## src/rtl/axis_pin_packetizer.sv

```systemverilog
// Pin-bus to AXI4-Stream packetizer: LSB-first lane packing, TLAST framing, TKEEP flush, drop-on-full.
// Latency: final-lane sample at edge k -> word valid after edge k+1. Backpressure: sampling never
// stalls, words completing into a full FIFO are dropped and counted. Test pattern: AXIS_PIN_PACKETIZER_TESTPAT_EN.

module axis_pin_packetizer_fifo #(
  parameter int WIDTH      = 8,
  parameter int DEPTH_LOG2 = 4
) (
  input  logic                  aclk,
  input  logic                  aresetn,
  input  logic                  wr_vld,
  input  logic [WIDTH-1:0]      wr_dat,
  output logic                  wr_rdy,
  output logic                  rd_vld,
  output logic [WIDTH-1:0]      rd_dat,
  input  logic                  rd_rdy,
  output logic                  full,
  output logic                  empty,
  output logic [DEPTH_LOG2:0]   level
);
  localparam int DEPTH = 1 << DEPTH_LOG2;
  localparam logic [DEPTH_LOG2:0] LVL_FULL = (DEPTH_LOG2+1)'(DEPTH);
  localparam logic [DEPTH_LOG2:0] LVL_ONE  = (DEPTH_LOG2+1)'(1);

  logic [WIDTH-1:0]      mem [DEPTH];
  logic [DEPTH_LOG2-1:0] wr_ptr, rd_ptr;
  logic                  push, pop;

  assign pop    = !empty && rd_rdy;
  // A full FIFO still takes a write when the head leaves in the same cycle.
  assign wr_rdy = !full || rd_rdy;
  assign push   = wr_vld && wr_rdy;
  assign rd_vld = !empty;
  assign rd_dat = empty ? '0 : mem[rd_ptr];

  always_ff @(posedge aclk) begin
    if (push) mem[wr_ptr] <= wr_dat;
  end

  always_ff @(posedge aclk or negedge aresetn) begin
    if (!aresetn) begin
      wr_ptr <= '0;
      rd_ptr <= '0;
      level  <= '0;
      full   <= 1'b0;
      empty  <= 1'b1;
    end else begin
      if (push) wr_ptr <= wr_ptr + 1'b1;
      if (pop)  rd_ptr <= rd_ptr + 1'b1;
      case ({push, pop})
        2'b10: begin
          level <= level + 1'b1;
          full  <= (level == LVL_FULL - LVL_ONE);
          empty <= 1'b0;
        end
        2'b01: begin
          level <= level - 1'b1;
          full  <= 1'b0;
          empty <= (level == LVL_ONE);
        end
        default: ;
      endcase
    end
  end
endmodule

module axis_pin_packetizer #(
  parameter int PIN_WIDTH       = 8,
  parameter int TDATA_WIDTH     = 32,
  parameter int FIFO_DEPTH_LOG2 = 4,
  parameter int PKT_LEN_WIDTH   = 16
) (
  input  logic                       aclk,
  input  logic                       aresetn,
  input  logic [PIN_WIDTH-1:0]       data_pins,
  input  logic                       pin_valid,
  input  logic                       enable,
  input  logic [PKT_LEN_WIDTH-1:0]   pkt_len,
  input  logic                       test_mode,
  input  logic                       overflow_clr,
  output logic                       input_ready,
  output logic                       fifo_full_flag,
  output logic                       fifo_empty_flag,
  output logic [FIFO_DEPTH_LOG2:0]   fifo_level,
  output logic [15:0]                overflow_count,
  output logic                       m_axis_tvalid,
  output logic [TDATA_WIDTH-1:0]     m_axis_tdata,
  output logic                       m_axis_tlast,
  output logic [TDATA_WIDTH/8-1:0]   m_axis_tkeep,
  output logic [TDATA_WIDTH/8-1:0]   m_axis_tstrb,
  output logic [1:0]                 m_axis_tdest,
  output logic [7:0]                 m_axis_tid,
  input  logic                       m_axis_tready
);
  localparam int LANES      = TDATA_WIDTH / PIN_WIDTH;
  localparam int LANE_W     = (LANES > 1) ? $clog2(LANES) : 1;
  localparam int KEEP_W     = TDATA_WIDTH / 8;
  localparam int LANE_BYTES = PIN_WIDTH / 8;
  localparam int ENTRY_W    = 1 + KEEP_W + TDATA_WIDTH;
  localparam logic [LANE_W-1:0] LANE_LAST = LANE_W'(LANES - 1);

  typedef enum logic [1:0] {IDLE, RUN, FLUSH} state_t;
  state_t state_q, state_d;

  logic [LANE_W-1:0]        lane_cnt;
  logic [TDATA_WIDTH-1:0]   asm_dat, asm_nxt, stage_dat;
  logic                     stage_vld;
  logic [PKT_LEN_WIDTH-1:0] word_cnt, word_cnt_nxt, len_q, len_eff;
  logic [PIN_WIDTH-1:0]     sample;
  logic                     capture, word_done, commit_ok, commit_last, drop, term_wr;
  logic                     fifo_wr_vld, fifo_wr_rdy;
  logic [ENTRY_W-1:0]       fifo_wr_dat, fifo_rd_dat;
  logic [KEEP_W-1:0]        term_keep;

  assign capture   = (state_q == RUN) && enable && pin_valid;
  assign word_done = capture && (lane_cnt == LANE_LAST);

`ifdef AXIS_PIN_PACKETIZER_TESTPAT_EN
  logic [PIN_WIDTH-1:0] tp_cnt;
  always_ff @(posedge aclk or negedge aresetn) begin
    if (!aresetn)                                tp_cnt <= '0;
    else if (state_q != RUN && state_d == RUN)   tp_cnt <= '0;
    else if (capture)                            tp_cnt <= tp_cnt + 1'b1;
  end
  assign sample = test_mode ? tp_cnt : data_pins;
`else
  logic unused_test_mode;
  assign unused_test_mode = test_mode;
  assign sample = data_pins;
`endif

  always_comb begin
    asm_nxt   = asm_dat;
    term_keep = '0;
    for (int l = 0; l < LANES; l++) begin
      if (LANE_W'(l) == lane_cnt) asm_nxt[l*PIN_WIDTH +: PIN_WIDTH] = sample;
      if (LANE_W'(l) < lane_cnt)  term_keep[l*LANE_BYTES +: LANE_BYTES] = '1;
    end
  end

  // Completed words wait one cycle in the stage; accept/drop and framing are decided at FIFO write.
  assign len_eff     = (word_cnt == '0) ? pkt_len : len_q;
  assign commit_last = (len_eff != '0) && (PKT_LEN_WIDTH'(word_cnt + 1'b1) == len_eff);
  assign commit_ok   = stage_vld && fifo_wr_rdy;
  assign drop        = stage_vld && !fifo_wr_rdy;
  assign term_wr     = (state_q == FLUSH) && !fifo_full_flag;

  always_comb begin
    word_cnt_nxt = word_cnt;
    if (commit_ok) word_cnt_nxt = (len_eff == '0 || commit_last) ? '0 : word_cnt + 1'b1;
  end

  assign fifo_wr_vld = stage_vld || term_wr;
  assign fifo_wr_dat = term_wr ? {1'b1, term_keep, asm_dat}
                               : {commit_last, {KEEP_W{1'b1}}, stage_dat};

  always_comb begin
    state_d = state_q;
    case (state_q)
      IDLE:  if (enable) state_d = RUN;
      // A word committing on this edge counts toward the open packet.
      RUN:   if (!enable) state_d = (word_cnt_nxt != '0 || (lane_cnt != '0 && pkt_len != '0))
                                    ? FLUSH : IDLE;
      FLUSH: if (!fifo_full_flag) state_d = IDLE;
      default: state_d = IDLE;
    endcase
  end

  always_ff @(posedge aclk or negedge aresetn) begin
    if (!aresetn) begin
      state_q        <= IDLE;
      lane_cnt       <= '0;
      asm_dat        <= '0;
      stage_vld      <= 1'b0;
      stage_dat      <= '0;
      word_cnt       <= '0;
      len_q          <= '0;
      overflow_count <= '0;
    end else begin
      state_q   <= state_d;
      stage_vld <= word_done;
      if (word_done) stage_dat <= asm_nxt;
      if (commit_ok && word_cnt == '0) len_q <= pkt_len;

      if (state_d == IDLE) begin
        lane_cnt <= '0;
        asm_dat  <= '0;
        word_cnt <= '0;
      end else begin
        word_cnt <= word_cnt_nxt;
        if (word_done) begin
          lane_cnt <= '0;
          asm_dat  <= '0;
        end else if (capture) begin
          lane_cnt <= lane_cnt + 1'b1;
          asm_dat  <= asm_nxt;
        end
      end

      if (overflow_clr)                           overflow_count <= '0;
      else if (drop && overflow_count != 16'hFFFF) overflow_count <= overflow_count + 1'b1;
    end
  end

  axis_pin_packetizer_fifo #(
    .WIDTH      (ENTRY_W),
    .DEPTH_LOG2 (FIFO_DEPTH_LOG2)
  ) u_fifo (
    .aclk    (aclk),
    .aresetn (aresetn),
    .wr_vld  (fifo_wr_vld),
    .wr_dat  (fifo_wr_dat),
    .wr_rdy  (fifo_wr_rdy),
    .rd_vld  (m_axis_tvalid),
    .rd_dat  (fifo_rd_dat),
    .rd_rdy  (m_axis_tready),
    .full    (fifo_full_flag),
    .empty   (fifo_empty_flag),
    .level   (fifo_level)
  );

  assign input_ready  = !fifo_full_flag;
  assign m_axis_tdata = fifo_rd_dat[TDATA_WIDTH-1:0];
  assign m_axis_tkeep = fifo_rd_dat[TDATA_WIDTH +: KEEP_W];
  assign m_axis_tlast = fifo_rd_dat[ENTRY_W-1];
  assign m_axis_tstrb = m_axis_tkeep;
  assign m_axis_tdest = '0;
  assign m_axis_tid   = '0;
endmodule

```

## config.mk

```make
export PLATFORM = sky130hd
export DESIGN_NAME = axis_pin_packetizer
export DESIGN_NICKNAME = d
export VERILOG_FILES = /design/src/rtl/axis_pin_packetizer.sv
export SDC_FILE = /design/constraint.sdc
export NUM_CORES = 1
export LEC_CHECK = 0
export ABC_AREA = 1
export CAP_MARGIN = 20
export CORE_MARGIN = 4
export CORE_UTILIZATION = 55
export DETAILED_ROUTE_END_ITERATION = 16
export GPL_TIMING_DRIVEN = 0
export PLACE_DENSITY = 0.81
export SLEW_MARGIN = 20
export SYNTH_ARGS = -nofsm -noshare
export SYNTH_HDL_FRONTEND = slang
export SYNTH_HIERARCHICAL = 1
export SYNTH_SLANG_ARGS = --single-unit
```

## constraint.sdc

```tcl
create_clock -name aclk -period 4.1 [get_ports aclk]
set_clock_uncertainty 0.15 [all_clocks]
set_input_delay 0.82 -clock aclk [delete_from_list [all_inputs] [get_ports aclk]]
set_output_delay 0.82 -clock aclk [all_outputs]
set_load 0.1 [all_outputs]
```

==> results.py, run 1 <==
metrics = {
    "cts": {
        "cts.path.max_buffers": 3,
        "clkTransAtPathRegs_ns": 0.06,
        "cts_tree": "built",
        "root_buffer": "clkbuf_16",
        "cts_max_level": 3,
        "cts_made_buffers": 74,
        "clock_latency_ns": 0.62,
        "cts.sinks": 724,
    },
    "global_routing": {
        "top_usage_layer": "met2",
        "grtUsageMet1": 0.379,
        "antenna_found_initial": 0,
        "gr-usage-all-layers": 0.305,
        "groute.layer.met2.usage": 0.499,
        "grt_overflow_total": 0,
        "grt_first_pass_wirelength_um": 147000,
        "grt_max_degree": 101,
        "grt_pass1_vias": 25900,
        "grt.met3_usage": 0.0702,
    },
    "sta": {
        "tightest_slew_ns": 1.10,
        "hold_viol": 0,
        "layout_min_cycle_time_ns": 4.08,
        "fmax_ghz": 0.245,
        "setup_viol": 0,
        "fin_crit_sh": 0.996,
        "drv_slew": 0,
        "timing.slew.headroom": 0.263,
        "rsz0062_at_grt": "no",
    },
    "synthesis": {
        "syn_area_um2": 33300,
        "avgSynthCellArea_um2": 9.36,
        "ys_ff_latch": 724,
        "ys_warn_count": 6,
        "ys_seq_area_frac": 0.634,
        "synth-edff-count": 592,
        "synth_cell_types": 39,
        "ys.flop_type": "edfxtp_1",
        "async_reset_ff_frac": 0.182,
        "syn_inst": 3554,
    },
    "critical_path": {
        "cp_max_fo": 10,
        "r2r-start": "word_cnt[0]",
        "cp.required_ns": 3.13,
        "start_kind": "flip-flop",
        "slowest_delay_ns": 0.62,
        "r2r_cells": 28,
        "crit_slowest_cell": "clkbuf_1",
        "worstPathCellList": "clkbuf_1 > clkbuf_2 > nand3_1 > a21oi_1 > clkdlybuf4s18_2",
        "crit_start": "u_fifo/rd_ptr[3]",
        "r2r_end": "asm_dat[26]",
        "cp_top_family": "buffers and inverters",
        "critical_path_arrival_ns": 3.11,
        "rrSetupSlack_ns": 0.33,
        "path_buf_inv": 3,
        "worstSetupPathType": "flip-flop to primary output",
        "end_kind": "primary output",
    },
    "drt": {
        "first_pass_iters": 7,
        "vias": 26300,
        "avgRoutedWirePerCell_um": 21.5,
        "drc_errors": 0,
        "postRouteWirelength_um": 99000,
        "avgViaCountPerCell": 5.72,
        "drt_iter0_drc": 3246,
        "drtAntennaViolNets": 0,
    },
    "cells_and_area": {
        "area_growth_pct": 15.8,
        "fin_util": 0.648,
        "fin_area_um2": 38500,
        "fin_nets": 3824,
        "final_cells": 4606,
        "drive_gt1_frac": 0.106,
    },
    "floorplan": {
        "initial_core_util": 0.560,
        "dieHeight_um": 254,
        "dieArea_um2": 64500,
        "coreArea_um2": 59500,
        "std_cell_rows": 89,
        "pin_count": 107,
        "die_w_um": 254,
    },
    "place": {
        "postPlaceCellArea_um2": 36200,
        "dp_hpwl_um": 65500,
        "dp.cells": 4468,
        "port-buffer-count": 94,
        "gp_congestion": 0.917,
    },
    "hold_path": {
        "min_from": "stage_dat[11]",
        "holdPathStages": 2,
        "min_path_type": "flip-flop to flip-flop",
        "hold_path_end": "stage_dat[11]",
    },
    "pwr": {
        "leakagePower_nw": 17.1,
        "irDropWorstVdd_v": 0.000612,
        "powerDensity_nw_per_um2": 679,
    },
    "run_status": {
        "status": "finished, final reports clean",
    },
    "run": {
        "cap_violations": 0,
    },
}
logic make-up (layout without fill, tap and decap cells):
family | Yosys count | in the layout | synth area share
AND/OR/NAND/NOR | 1949 | 1949 | 0.241
XOR/XNOR | 15 | 15 | 0.00395
adder cells (fa/ha/maj) | 19 | 19 | 0.00715
AO/OA/AOI/OAI | 171 | 171 | 0.0265
flip-flops | 724 | 724 | 0.634
buffers and inverters | 675 | 944 | 0.0873
other | 1 | 11 | 0.000113
Yosys cell counts (6+ instances only):
master / instances / area (um^2)
a21oi_1: 49 / 245
nand3_1: 449 / 2250
clkbuf_1: 50 / 188
buf_6: 21 / 236
dfrtp_1: 131 / 3280
nor2_1: 87 / 327
nand2_1: 1361 / 5110
nand4_1: 19 / 119
edfxtp_1: 592 / 17800
inv_1: 455 / 1710
ha_1: 19 / 238
buf_4: 28 / 210
nor3_1: 10 / 50.1
buf_1: 11 / 41.3
o21ai_0: 113 / 566
xor2_1: 12 / 105
inv_2: 35 / 131
buf_2: 73 / 365
nor4_1: 6 / 37.5
layer usage:
metal  share of wire  up-vias
met3            0.13      426
met4           0.063        0
li1                -    11900
met5               0        -
met1            0.35    12200
met2            0.46     1882
tightest hold or removal path, cell delays in order (launching register included):
cell,delay [ns]
dfrtp_1,0.34
nand2_1,0.05
nand2_1,0.05
timing repair:
action,in CTS,in global routing
pin swaps,0,1
hold buffers,1,0
buffers inserted,0,2
gates resized for setup,202,38
hold endpoints to repair,31,0
setup endpoints to repair,42,82
flip-flops by register name, summed over array words and instances (netlist names):
register / flops
u_fifo/empty: 1
lane_cnt: 2
u_fifo/wr_ptr: 4
u_fifo/full: 1
overflow_count: 16
word_cnt: 16
asm_dat: 32
u_fifo/rd_ptr: 4
len_q: 16
stage_vld: 1
stage_dat: 32
u_fifo/level: 5
u_fifo/mem: 592
state_q: 2
power breakdown:
| part | internal [W] | total [W] | switching (W) |
|---|---|---|---|
| Clock | 0.00387 | 0.00670 | 0.00283 |
| Combinational | 0.00251 | 0.0114 | 0.00893 |
| Sequential | 0.00795 | 0.00802 | 0.0000750 |
| Total | 0.0143 | 0.0262 | 0.0118 |
how the worst max path moves through the flow:
stage	to	slack, ns	cells past startpoint
after floorplan	u_fifo/mem[11][0]	-0.52	8
after global placement	stage_dat[10]	-3.22	1
after detailed placement	m_axis_tdata[1]	-0.25	5
after CTS	m_axis_tdata[30]	0.0008	10
after global routing	m_axis_tdata[27]	0.007	10
final	m_axis_tdata[30]	0.02	5
cell usage in the layout (no fill, tap or decap), types with 4 or more instances in the layout:
master	synthesis	layout
inv_2	35	35
buf_4	28	50
xor2_1	12	12
buf_6	21	23
nor4_1	6	6
inv_1	455	455
nor3_1	10	9
ha_1	19	19
buf_12	1	12
clkbuf_4	0	6
nand2_1	1361	1360
o21ai_1	0	13
o21ai_0	113	89
edfxtp_1	592	592
clkbuf_2	0	11
buf_16	0	19
nand3_1	449	449
buf_1	11	10
clkbuf_16	0	75
a21oi_1	49	43
nor2_1	87	71
conb_1	1	10
clkinv_1	1	14
clkdlybuf4s50_1	0	51
dfrtp_1	131	131
clkinv_2	0	9
nand2_2	3	4
nand4_1	19	19
bufinv_16	0	7
nor2_4	3	19
o21ai_2	0	11
clkbuf_1	50	57
a21oi_2	0	6
buf_2	73	89
per-stage QoR:
| stage | setup slack, ns | setup TNS, ns | total power (W) | hold slack [ns] |
|---|---|---|---|---|
| floorplan | -0.518 | -191.26 | 0.0160 | 0.292 |
| finish | 0.0158 | 0 | 0.0262 | 0.319 |
| global route | 0.00706 | 0 | 0.0269 | 0.341 |
| CTS | 0.000831 | 0 | 0.0259 | 0.325 |
| detailed placement | -0.254 | -2.67 | 0.0195 | 0.309 |
| global placement | -3.22 | -1237.74 | 0.0193 | 0.305 |
cell type report:
cell class | instances | area [um^2]
Multi-Input combinational cell | 2164 | 9510
Fill cell | 4432 | 20900
Clock inverter | 39 | 412
Antenna cell | 1 | 2.50
Timing Repair Buffer | 135 | 1650
Inverter | 491 | 1840
Sequential cell | 724 | 21100
Buffer | 184 | 1080
Tap cell | 773 | 967
Clock buffer | 95 | 1970
No activity file was read; power rests on OpenSTA's default activity.
==> run 2, diff against run 1 <==
CAP_MARGIN = 10   (was 20)
==> run 2 against run 1 <==
  * Critical path type unchanged
  * The flow now finishes with violations (negative setup slack)
  * Via count increased by 0.43%
  * Design area is essentially flat
  * Non-clock buffer count is 2 lower
  * Die area unchanged
  * Critical path depth did not move
  * Flip-flop and latch count stayed put
  * Utilization barely moved
  * Clock-buffer cell count did not move
  * Hold slack improved by 0.0023 ns
  * Register-to-register slack worse by 0.05 ns
  * Sequential share of layout area hardly changed
  * Critical endpoint is now m_axis_tdata[9]
==> results.py, run 2 (synthesis results as in run 1) <==
metrics = {
    "pwr": {
        "switching_power_w": 0.0119,
        "power_frac_clock": 0.259,
        "combPwrFrac": 0.436,
        "switching_share": 0.452,
        "leakagePower_nw": 17.1,
        "power.internal_w": 0.0144,
        "powerDensity_nw_per_um2": 683,
        "seq_power_share": 0.305,
        "irDropWorstVdd_v": 0.000606,
    },
    "cells_and_area": {
        "layout_commonest_cell": "nand2_1",
        "n_antenna_cell": 0,
        "num-fill-cells": 4376,
        "regArea_um2": 21100,
        "area_growth_pct": 15.8,
        "fin_nets": 3822,
        "final_cell_mix": "1360 x nand2_1, 592 x edfxtp_1, 455 x inv_1",
        "drive_gt1_frac": 0.105,
        "largest_reg_flops": 592,
        "largestRegisters": "u_fifo/mem (592), asm_dat (32), stage_dat (32)",
        "fin_area_um2": 38500,
        "multiInputGateArea_um2": 9520,
        "largest-register": "u_fifo/mem",
    },
    "place": {
        "gp_congestion": 0.917,
        "port-buffer-count": 94,
        "dp_hpwl_um": 65500,
        "postPlaceCellArea_um2": 36200,
    },
    "cts": {
        "cts_setup_buffers": 0,
        "cts.sinks": 724,
        "cts_tree": "built",
        "cts.path.max_buffers": 3,
        "root_buffer": "clkbuf_16",
        "cts_made_buffers": 74,
        "clock_latency_ns": 0.62,
        "cts_max_level": 3,
        "clkTransAtPathRegs_ns": 0.06,
    },
    "floorplan": {
        "std_cell_rows": 89,
        "initial_core_util": 0.560,
        "pin_count": 107,
        "coreArea_um2": 59500,
        "dieArea_um2": 64500,
        "die_w_um": 254,
        "dieHeight_um": 254,
    },
    "global_routing": {
        "gr-usage-all-layers": 0.306,
        "grt_overflow_total": 0,
        "antenna_found_initial": 1,
        "grt_pass1_vias": 26100,
        "grt_max_degree": 101,
        "grt_first_pass_wirelength_um": 148000,
    },
    "sta": {
        "fmax_ghz": 0.243,
        "fin_tns_setup_ns": -0.0244,
        "rsz0062_at_grt": "yes",
        "worst_slack_ns": -0.0235,
        "fin_crit_sh": 1.01,
        "tightest_slew_ns": 1.07,
        "timing.slew.headroom": 0.282,
        "hold_viol": 0,
        "drv_slew": 0,
        "layout_min_cycle_time_ns": 4.12,
        "setup_viol": 2,
    },
    "critical_path": {
        "timing.critical_path.mode_cell": "clkbuf_1",
        "slowest_delay_ns": 0.62,
        "start_kind": "flip-flop",
        "worstPathCellList": "clkbuf_1 > clkbuf_1 > nand3_1 > a21oi_1 > clkdlybuf4s15_2",
        "path_buf_inv": 3,
        "worstSetupPathType": "flip-flop to primary output",
        "r2r-start": "word_cnt[0]",
        "rrSetupSlack_ns": 0.28,
        "r2r_cells": 28,
        "crit_slowest_cell": "clkbuf_1",
        "critical_path_arrival_ns": 3.15,
        "cp_max_fo": 10,
        "cp.required_ns": 3.13,
        "r2r_end": "asm_dat[19]",
        "end_kind": "primary output",
        "cp_top_family": "buffers and inverters",
    },
    "hold_path": {
        "holdPathStages": 2,
        "hold_path_end": "stage_dat[20]",
        "min_from": "stage_dat[20]",
        "min_path_type": "flip-flop to flip-flop",
    },
    "drt": {
        "first_pass_iters": 8,
        "avgRoutedWirePerCell_um": 21.6,
        "avgViaCountPerCell": 5.75,
        "drtAntennaViolNets": 0,
        "vias": 26400,
        "drt_iter0_drc": 3443,
        "drc_errors": 0,
        "postRouteWirelength_um": 99400,
    },
    "run": {
        "cap_violations": 0,
    },
    "run_status": {
        "violations": "negative setup slack",
        "status": "finished with violations",
    },
}
run 2: layout make-up:
| cell class | instances | area share |
|---|---|---|
| Timing Repair Buffer | 133 | 0.0421 |
| Tap cell | 773 | 0.0251 |
| Inverter | 491 | 0.0478 |
| Clock buffer | 95 | 0.0509 |
| Sequential cell | 724 | 0.547 |
| Buffer | 184 | 0.0282 |
| Multi-Input combinational cell | 2164 | 0.247 |
| Clock inverter | 39 | 0.0118 |
run 2: what timing repair did:
| action | CTS | global route |
|---|---|---|
| pin swaps | 0 | 1 |
| hold buffers | 1 | 0 |
| setup endpoints to repair | 42 | 86 |
| gates resized for setup | 208 | 34 |
| endpoints found under the hold margin | 31 | 0 |
run 2: worst max-delay path by stage:
| stage | start | end | slack, ns | cells past startpoint |
|---|---|---|---|---|
| after global placement | aresetn | stage_dat[10] | -3.22 | 1 |
| final | u_fifo/rd_ptr[3] | m_axis_tdata[9] | -0.02 | 5 |
| after detailed placement | u_fifo/rd_ptr[0] | m_axis_tdata[1] | -0.26 | 10 |
| after floorplan | u_fifo/full | u_fifo/mem[11][0] | -0.52 | 8 |
| after CTS | u_fifo/rd_ptr[0] | m_axis_tdata[11] | 0.007 | 10 |
| after global routing | u_fifo/rd_ptr[3] | m_axis_tdata[8] | -0.05 | 5 |
run 2: worst min-delay path, cell delays in order, from the launching register on:
cell and delay [ns]:
dfrtp_1 0.34, nand2_1 0.05, nand2_1 0.05
run 2: per-stage QoR:
| step | hold slack, ns | instances | worst slack, ns | power (W) | util |
|---|---|---|---|---|---|
| after floorplan | 0.292 | 3563 | -0.518 | 0.0160 | - |
| after global placement | 0.305 | 4430 | -3.22 | 0.0193 | 0.593 |
| after detailed placement | 0.309 | 4468 | -0.262 | 0.0195 | 0.609 |
| after CTS | 0.325 | 4603 | 0.00684 | 0.0261 | 0.648 |
| after global routing | 0.340 | 4603 | -0.0477 | 0.0271 | 0.648 |
| final | 0.322 | 4603 | -0.0235 | 0.0263 | 0.648 |
run 2: power by group through the flow:
stage | Sequential (W) | Clock, W | Combinational, W
after floorplan | 0.00833 | 0 | 0.00765
after global placement | 0.00817 | 0 | 0.0111
after detailed placement | 0.00817 | 0 | 0.0113
after CTS | 0.00802 | 0.00684 | 0.0112
after global routing | 0.00803 | 0.00715 | 0.0119
final | 0.00803 | 0.00682 | 0.0115
run 2: per-layer routing:
layer / wire [um] / share of wire / vias up / GRT usage
met2: 46400 / 0.47 / 1911 / 0.506
met4: 6050 / 0.061 / 0 / 0.153
met5: 0 / 0 / - / 0
met1: 34500 / 0.35 / 12200 / 0.383
met3: 12400 / 0.12 / 449 / 0.0666
li1: - / - / 11900 / -
